--- config.mk ---
export PLATFORM = sky130hd
export DESIGN_NAME = host_nts_descriptor_reader
export DESIGN_NICKNAME = d
export VERILOG_FILES = /design/src/rtl/host_tx_pkg.sv /design/src/rtl/debug_counter16.sv /design/src/rtl/host_nts_descriptor_reader.sv
export SDC_FILE = /design/constraint.sdc
export NUM_CORES = 1
export LEC_CHECK = 0
export CAP_MARGIN = 5
export CORE_MARGIN = 2
export CORE_UTILIZATION = 40
export DETAILED_ROUTE_END_ITERATION = 16
export HOLD_SLACK_MARGIN = 0.02
export PLACE_DENSITY_LB_ADDON = 0.25
export SETUP_SLACK_MARGIN = 0.4
export SLEW_MARGIN = 20
export SYNTH_ARGS = -nofsm -noshare
export SYNTH_HDL_FRONTEND = slang
export SYNTH_SLANG_ARGS = --single-unit
--- constraint.sdc ---
create_clock -name i_clk -period 6.5 [get_ports i_clk]
set_input_delay 1.3 -clock i_clk [delete_from_list [all_inputs] [get_ports i_clk]]
set_output_delay 1.3 -clock i_clk [all_outputs]
set_load 0.03 [all_outputs]
--- src/rtl/host_tx_pkg.sv ---
// Shared types and widths for the host transmit path: descriptor layout,
// reader FSM state encoding and debug counter width.
package host_tx_pkg;

    localparam int NTS_DESC_W  = 13;
    localparam int BUFID_W     = 9;
    localparam int BUFID_LSB   = 0;
    localparam int BUFID_MSB   = BUFID_LSB + BUFID_W - 1;
    localparam int DEBUG_CNT_W = 16;

    typedef enum logic [2:0] {
        ST_IDLE      = 3'd0,
        ST_READ      = 3'd1,
        ST_LATCH     = 3'd2,
        ST_REQ       = 3'd3,
        ST_WAIT_DONE = 3'd4,
        ST_FREE      = 3'd5
    } nts_state_e;

endpackage

--- src/rtl/debug_counter16.sv ---
// Free-running event counter: increments when enabled, wraps at all-ones.
module debug_counter16
    import host_tx_pkg::*;
(
    input  logic                   i_clk,
    input  logic                   i_rst,
    input  logic                   i_en,
    output logic [DEBUG_CNT_W-1:0] ov_cnt
);

    logic [DEBUG_CNT_W-1:0] cnt_q;

    // NOTE: sequential state uses non-blocking assignments so every register samples pre-edge values.
    always_ff @(posedge i_clk) begin
        if (i_rst) begin
            cnt_q <= '0;
        end else if (i_en) begin
            cnt_q <= cnt_q + 1'b1;
        end
    end

    assign ov_cnt = cnt_q;

endmodule

--- src/rtl/host_nts_descriptor_reader.sv ---
// Pops one host non-TS descriptor at a time, hands it to the transmit engine,
// waits for completion (or timeout) and returns its buffer id.
module host_nts_descriptor_reader
    import host_tx_pkg::*;
#(
    parameter logic [15:0] TIMEOUT_CYCLES = 16'd4096
) (
    input  logic                   i_clk,
    input  logic                   i_rst,
    input  logic                   i_tx_enable,
    input  logic                   i_fifo_empty,
    input  logic [NTS_DESC_W-1:0]  iv_nts_descriptor_rdata,
    output logic                   o_nts_descriptor_rd,
    output logic [NTS_DESC_W-1:0]  ov_tx_descriptor,
    output logic                   o_tx_req,
    input  logic                   i_tx_ack,
    input  logic                   i_tx_done,
    output logic [BUFID_W-1:0]     ov_free_bufid,
    output logic                   o_free_bufid_wr,
    input  logic                   i_free_bufid_ack,
    output logic [DEBUG_CNT_W-1:0] ov_debug_tx_cnt,
    output logic [DEBUG_CNT_W-1:0] ov_debug_timeout_cnt
);

    nts_state_e            state_q;
    logic [NTS_DESC_W-1:0] desc_q;
    logic [BUFID_W-1:0]    free_bufid_q;
    logic [15:0]           tmo_q;
    logic                  rd_q;
    logic                  tx_req_q;
    logic                  free_wr_q;
    logic                  done_hit;
    logic                  tmo_hit;

    // Done wins over a timeout landing in the same cycle.
    assign done_hit = (state_q == ST_WAIT_DONE) && i_tx_done;
    assign tmo_hit  = (state_q == ST_WAIT_DONE) && !i_tx_done &&
                      (tmo_q >= TIMEOUT_CYCLES - 16'd1);

    always_ff @(posedge i_clk) begin
        if (i_rst) begin
            state_q      <= ST_IDLE;
            desc_q       <= '0;
            free_bufid_q <= '0;
            tmo_q        <= '0;
            rd_q         <= 1'b0;
            tx_req_q     <= 1'b0;
            free_wr_q    <= 1'b0;
        end else begin
            rd_q <= 1'b0;
            case (state_q)
                ST_IDLE: begin
                    if (i_tx_enable && !i_fifo_empty) begin
                        rd_q    <= 1'b1;
                        state_q <= ST_READ;
                    end
                end
                ST_READ: begin
                    state_q <= ST_LATCH;
                end
                ST_LATCH: begin
                    // FIFO q is valid the cycle after the read request.
                    desc_q   <= iv_nts_descriptor_rdata;
                    tx_req_q <= 1'b1;
                    state_q  <= ST_REQ;
                end
                ST_REQ: begin
                    if (i_tx_ack) begin
                        tx_req_q <= 1'b0;
                        tmo_q    <= '0;
                        state_q  <= ST_WAIT_DONE;
                    end
                end
                ST_WAIT_DONE: begin
                    tmo_q <= tmo_q + 16'd1;
                    if (done_hit || tmo_hit) begin
                        free_bufid_q <= desc_q[BUFID_MSB:BUFID_LSB];
                        free_wr_q    <= 1'b1;
                        state_q      <= ST_FREE;
                    end
                end
                ST_FREE: begin
                    if (i_free_bufid_ack) begin
                        free_wr_q <= 1'b0;
                        state_q   <= ST_IDLE;
                    end
                end
                default: begin
                    state_q <= ST_IDLE;
                end
            endcase
        end
    end

    debug_counter16 u_tx_cnt (
        .i_clk  (i_clk),
        .i_rst  (i_rst),
        .i_en   (done_hit),
        .ov_cnt (ov_debug_tx_cnt)
    );

    debug_counter16 u_timeout_cnt (
        .i_clk  (i_clk),
        .i_rst  (i_rst),
        .i_en   (tmo_hit),
        .ov_cnt (ov_debug_timeout_cnt)
    );

    assign o_nts_descriptor_rd = rd_q;
    assign ov_tx_descriptor    = desc_q;
    assign o_tx_req            = tx_req_q;
    assign ov_free_bufid       = free_bufid_q;
    assign o_free_bufid_wr     = free_wr_q;

endmodule

==> results.txt <==
Clock net sink count = 76
H-Tree Depth = 3
Syn Inst Count = 430
Worst VDD drop = 0.000113 V
Pin count of the biggest net entering global routing = 81
Reg clk slew, reported paths = 0.08 ns
IO buf count = 76
IO Pins = 77
Distinct cells, synth = 58
Leakage = 1.55 nW
Arr. time, crit path = 3.32 ns
Seq cells post-synth = 76
DR iter-0 viols = 118
TritonCTS buffer count = 9
Most Crowded Layer GR = met2
Via count = 3,252
Power Density = 267 nW/um^2
Initial core utilization = 41.6%
# fillers = 830
EDFF count, synth = 0
Die height = 99.4 um
Max cap viols = 0
Worst slew pin tran = 1.05 ns
Top_reg_cell synth = dfxtp_1
RSZ-0062 raised after global routing = false
Total Power = 1.25 mW
Ys Warns = 0
Final WS setup = 3.40 ns
Fin nets = 516
Adder-Cell Fraction of Synth Area = 1.03%
DIE WIDTH = 99.4 um
TritonRoute pass-1 iters = 4
Core area = 8760 sq um
Clock Tree Buf Depth = 2
WS Path Type = in -> reg
Mux share of post-synthesis cell area = 8.31%
Area Overhead vs Synth = 28.3%
Vias in the first global route = 3,124
Final Critical Period = 3.10 ns
FFs w/ async S/R, synth = 0%
Worst EP required = 6.72 ns
Fin crit share = 47.7%
Fin. Hold Viols = 0
Vias per inst = 5.37
Pre-CTS setup slack = 3.07 ns
Die Area = 9890 sq um
Ant diodes = 0
Syn Std Cell Area = 3640 sq um
Setup TNS = 0 ns
GRT met1 Usage = 23.0%
Gr usage total = 17.5%
Syn Nets = 453
Startpoint Class = input port
CTS Hold Buffers Added = 0
CTS tree = built
Setup violators final = 0
Routed Antenna Nets = 0
Slew Viols, Final = 0
Final Wtd Congestion = 0.808
Hpwl dp = 5800 um
Clock skew = 0.00656 ns
Met3 GRT Util = 3.16%
Synth Area in Compound Gates = 13.3%
DRC = 0
Core Util, Final = 53.3%
Synth Area in XOR/XNOR = 2.40%
First-pass GRT wire length = 14,300 um
Root buffer cell = clkbuf_8
Post-Route WL = 8300 um
CP max FO = 10
Setup bufs post-CTS = 0
Outcome = completed
# resized after CTS = 0
Fmax = 0.322 GHz
Mean Syn Cell Area = 8.47 sq um
Share of layout cells above drive strength 1 = 10.4%
Total grt overflow = 0
Num rows = 34
Worst-Skew Late Latency = 0.33 ns
Antenna violations before repair = 0
Met2 Use GR = 28.5%
Simple-gate area share of the yosys netlist = 29.1%
Hold Crit Class = reg -> reg
Register area share after synthesis = 41.8%
Largest family of logic cells by synthesized area = simple AND/OR/NAND/NOR gates
Hold_ws = 0.455 ns
Slew margin rel. = 29.8%
Crit. End Element = flip-flop
Post-DR wirelength/cell = 13.7 um
==> critical path, cell delays in order <==
cell             delay [ns]
clkdlybuf4s50_1        0.57
nor4b_4                0.59
nand2_1                0.23
a211oi_1               0.28
mux2_2                 0.36
==> worst paths after layout <==
path,slack (ns),cells past startpoint,to,start
worst min-delay path,0.46,2,ov_free_bufid[2]$_SDFFE_PP0P_,ov_free_bufid[2]$_SDFFE_PP0P_
worst max-delay path,3.40,5,u_timeout_cnt.ov_cnt[8]$_SDFFE_PP0P_,i_tx_done
worst min register to register,0.46,2,ov_free_bufid[2]$_SDFFE_PP0P_,ov_free_bufid[2]$_SDFFE_PP0P_
worst max register to register,3.77,4,u_tx_cnt.ov_cnt[14]$_SDFFE_PP0P_,state_q[2]$_SDFFE_PP0P_
==> through the flow <==
step                      std cells  cell area [sq um]
final                           606               4670
after global routing            606               4670
after CTS                       606               4670
after detailed placement        590               4430
after global placement          590               4430
after floorplan                 430               3640
==> synthesized netlist by cell type, types with 3 or more instances <==
cell type	count	area (sq um)
and4_1	3	26.3
xnor2_1	5	43.8
mux2i_1	10	100
buf_1	3	11.3
nor2b_1	16	100
ha_1	3	37.5
xor2_1	5	43.8
inv_1	7	26.3
a31oi_1	4	25.0
clkbuf_1	19	71.3
nor3_1	8	40.0
a211oi_1	8	60.1
o21ai_0	6	30.0
a31o_2	3	26.3
a21o_1	3	22.5
nand2_1	71	267
nand3_1	22	110
a311oi_1	4	35.0
nor2_1	39	146
o31ai_1	3	22.5
mux2_1	3	33.8
a21oi_1	33	165
mux2_2	15	169
dfxtp_1	76	1520
and3_1	4	25.0
nand2b_1	3	18.8
nand4_1	11	68.8
==> layout by cell type, fill, tap and decap left out, drive strengths merged, types with 4 or more instances in the layout <==
cell and instances:
nand3 23, clkbuf 9, o21ai 6, nor2b 16, a31oi 4, inv 7, xor2 5, a21oi 33
mux2 18, dfxtp 76, clkdlybuf4s50 75, a211oi 10, mux2i 10, and4 4, nor2 39, buf 4
a311oi 4, nand4 11, nor3 8, and3 4, xnor2 5, nand2 71
==> kinds of logic after synthesis <==
| family | count (synthesis) |
|---|---|
| buffers and inverters | 34 |
| DFF | 76 |
| adders and majority gates | 3 |
| and+or+nand+nor | 205 |
| AOI/OAI and AO/OA | 74 |
| xor gates and xnor gates | 10 |
| muxes | 28 |
==> final cells by class <==
| class | instances | area [sq um] | area share, % |
|---|---|---|---|
| Clock buffer | 9 | 124 | 2.65 |
| Clock inverter | 7 | 115 | 2.46 |
| Inverter | 7 | 26.3 | 0.562 |
| Multi-Input combinational cell | 320 | 1970 | 42.2 |
| Sequential cell | 76 | 1520 | 32.6 |
| Tap cell | 108 | 135 | 2.89 |
| Timing Repair Buffer | 79 | 778 | 16.7 |
==> registers in the layout, indices dropped and copies added, names as in the netlist <==
signal and count:
o_free_bufid_wr 1, o_nts_descriptor_rd 1, o_tx_req 1, ov_free_bufid 9, ov_tx_descriptor 13, state_q 3
tmo_q 16, u_timeout_cnt.ov_cnt 16, u_tx_cnt.ov_cnt 16
==> layer usage <==
layer | vias up | wire (um)
li1 | 1648 | -
met1 | 1539 | 3950
met2 | 61 | 3980
met3 | 4 | 294
met4 | 0 | 72
met5 | - | 0
==> report_power, final <==
group / internal, mW / switching [mW] / total [mW] / leakage [nW]
clock network: 0.254 / 0.173 / 0.426 / 0.115
logic: 0.111 / 0.165 / 0.276 / 0.819
registers: 0.497 / 0.0481 / 0.545 / 0.614
No activity file was read; power rests on OpenSTA's default activity.
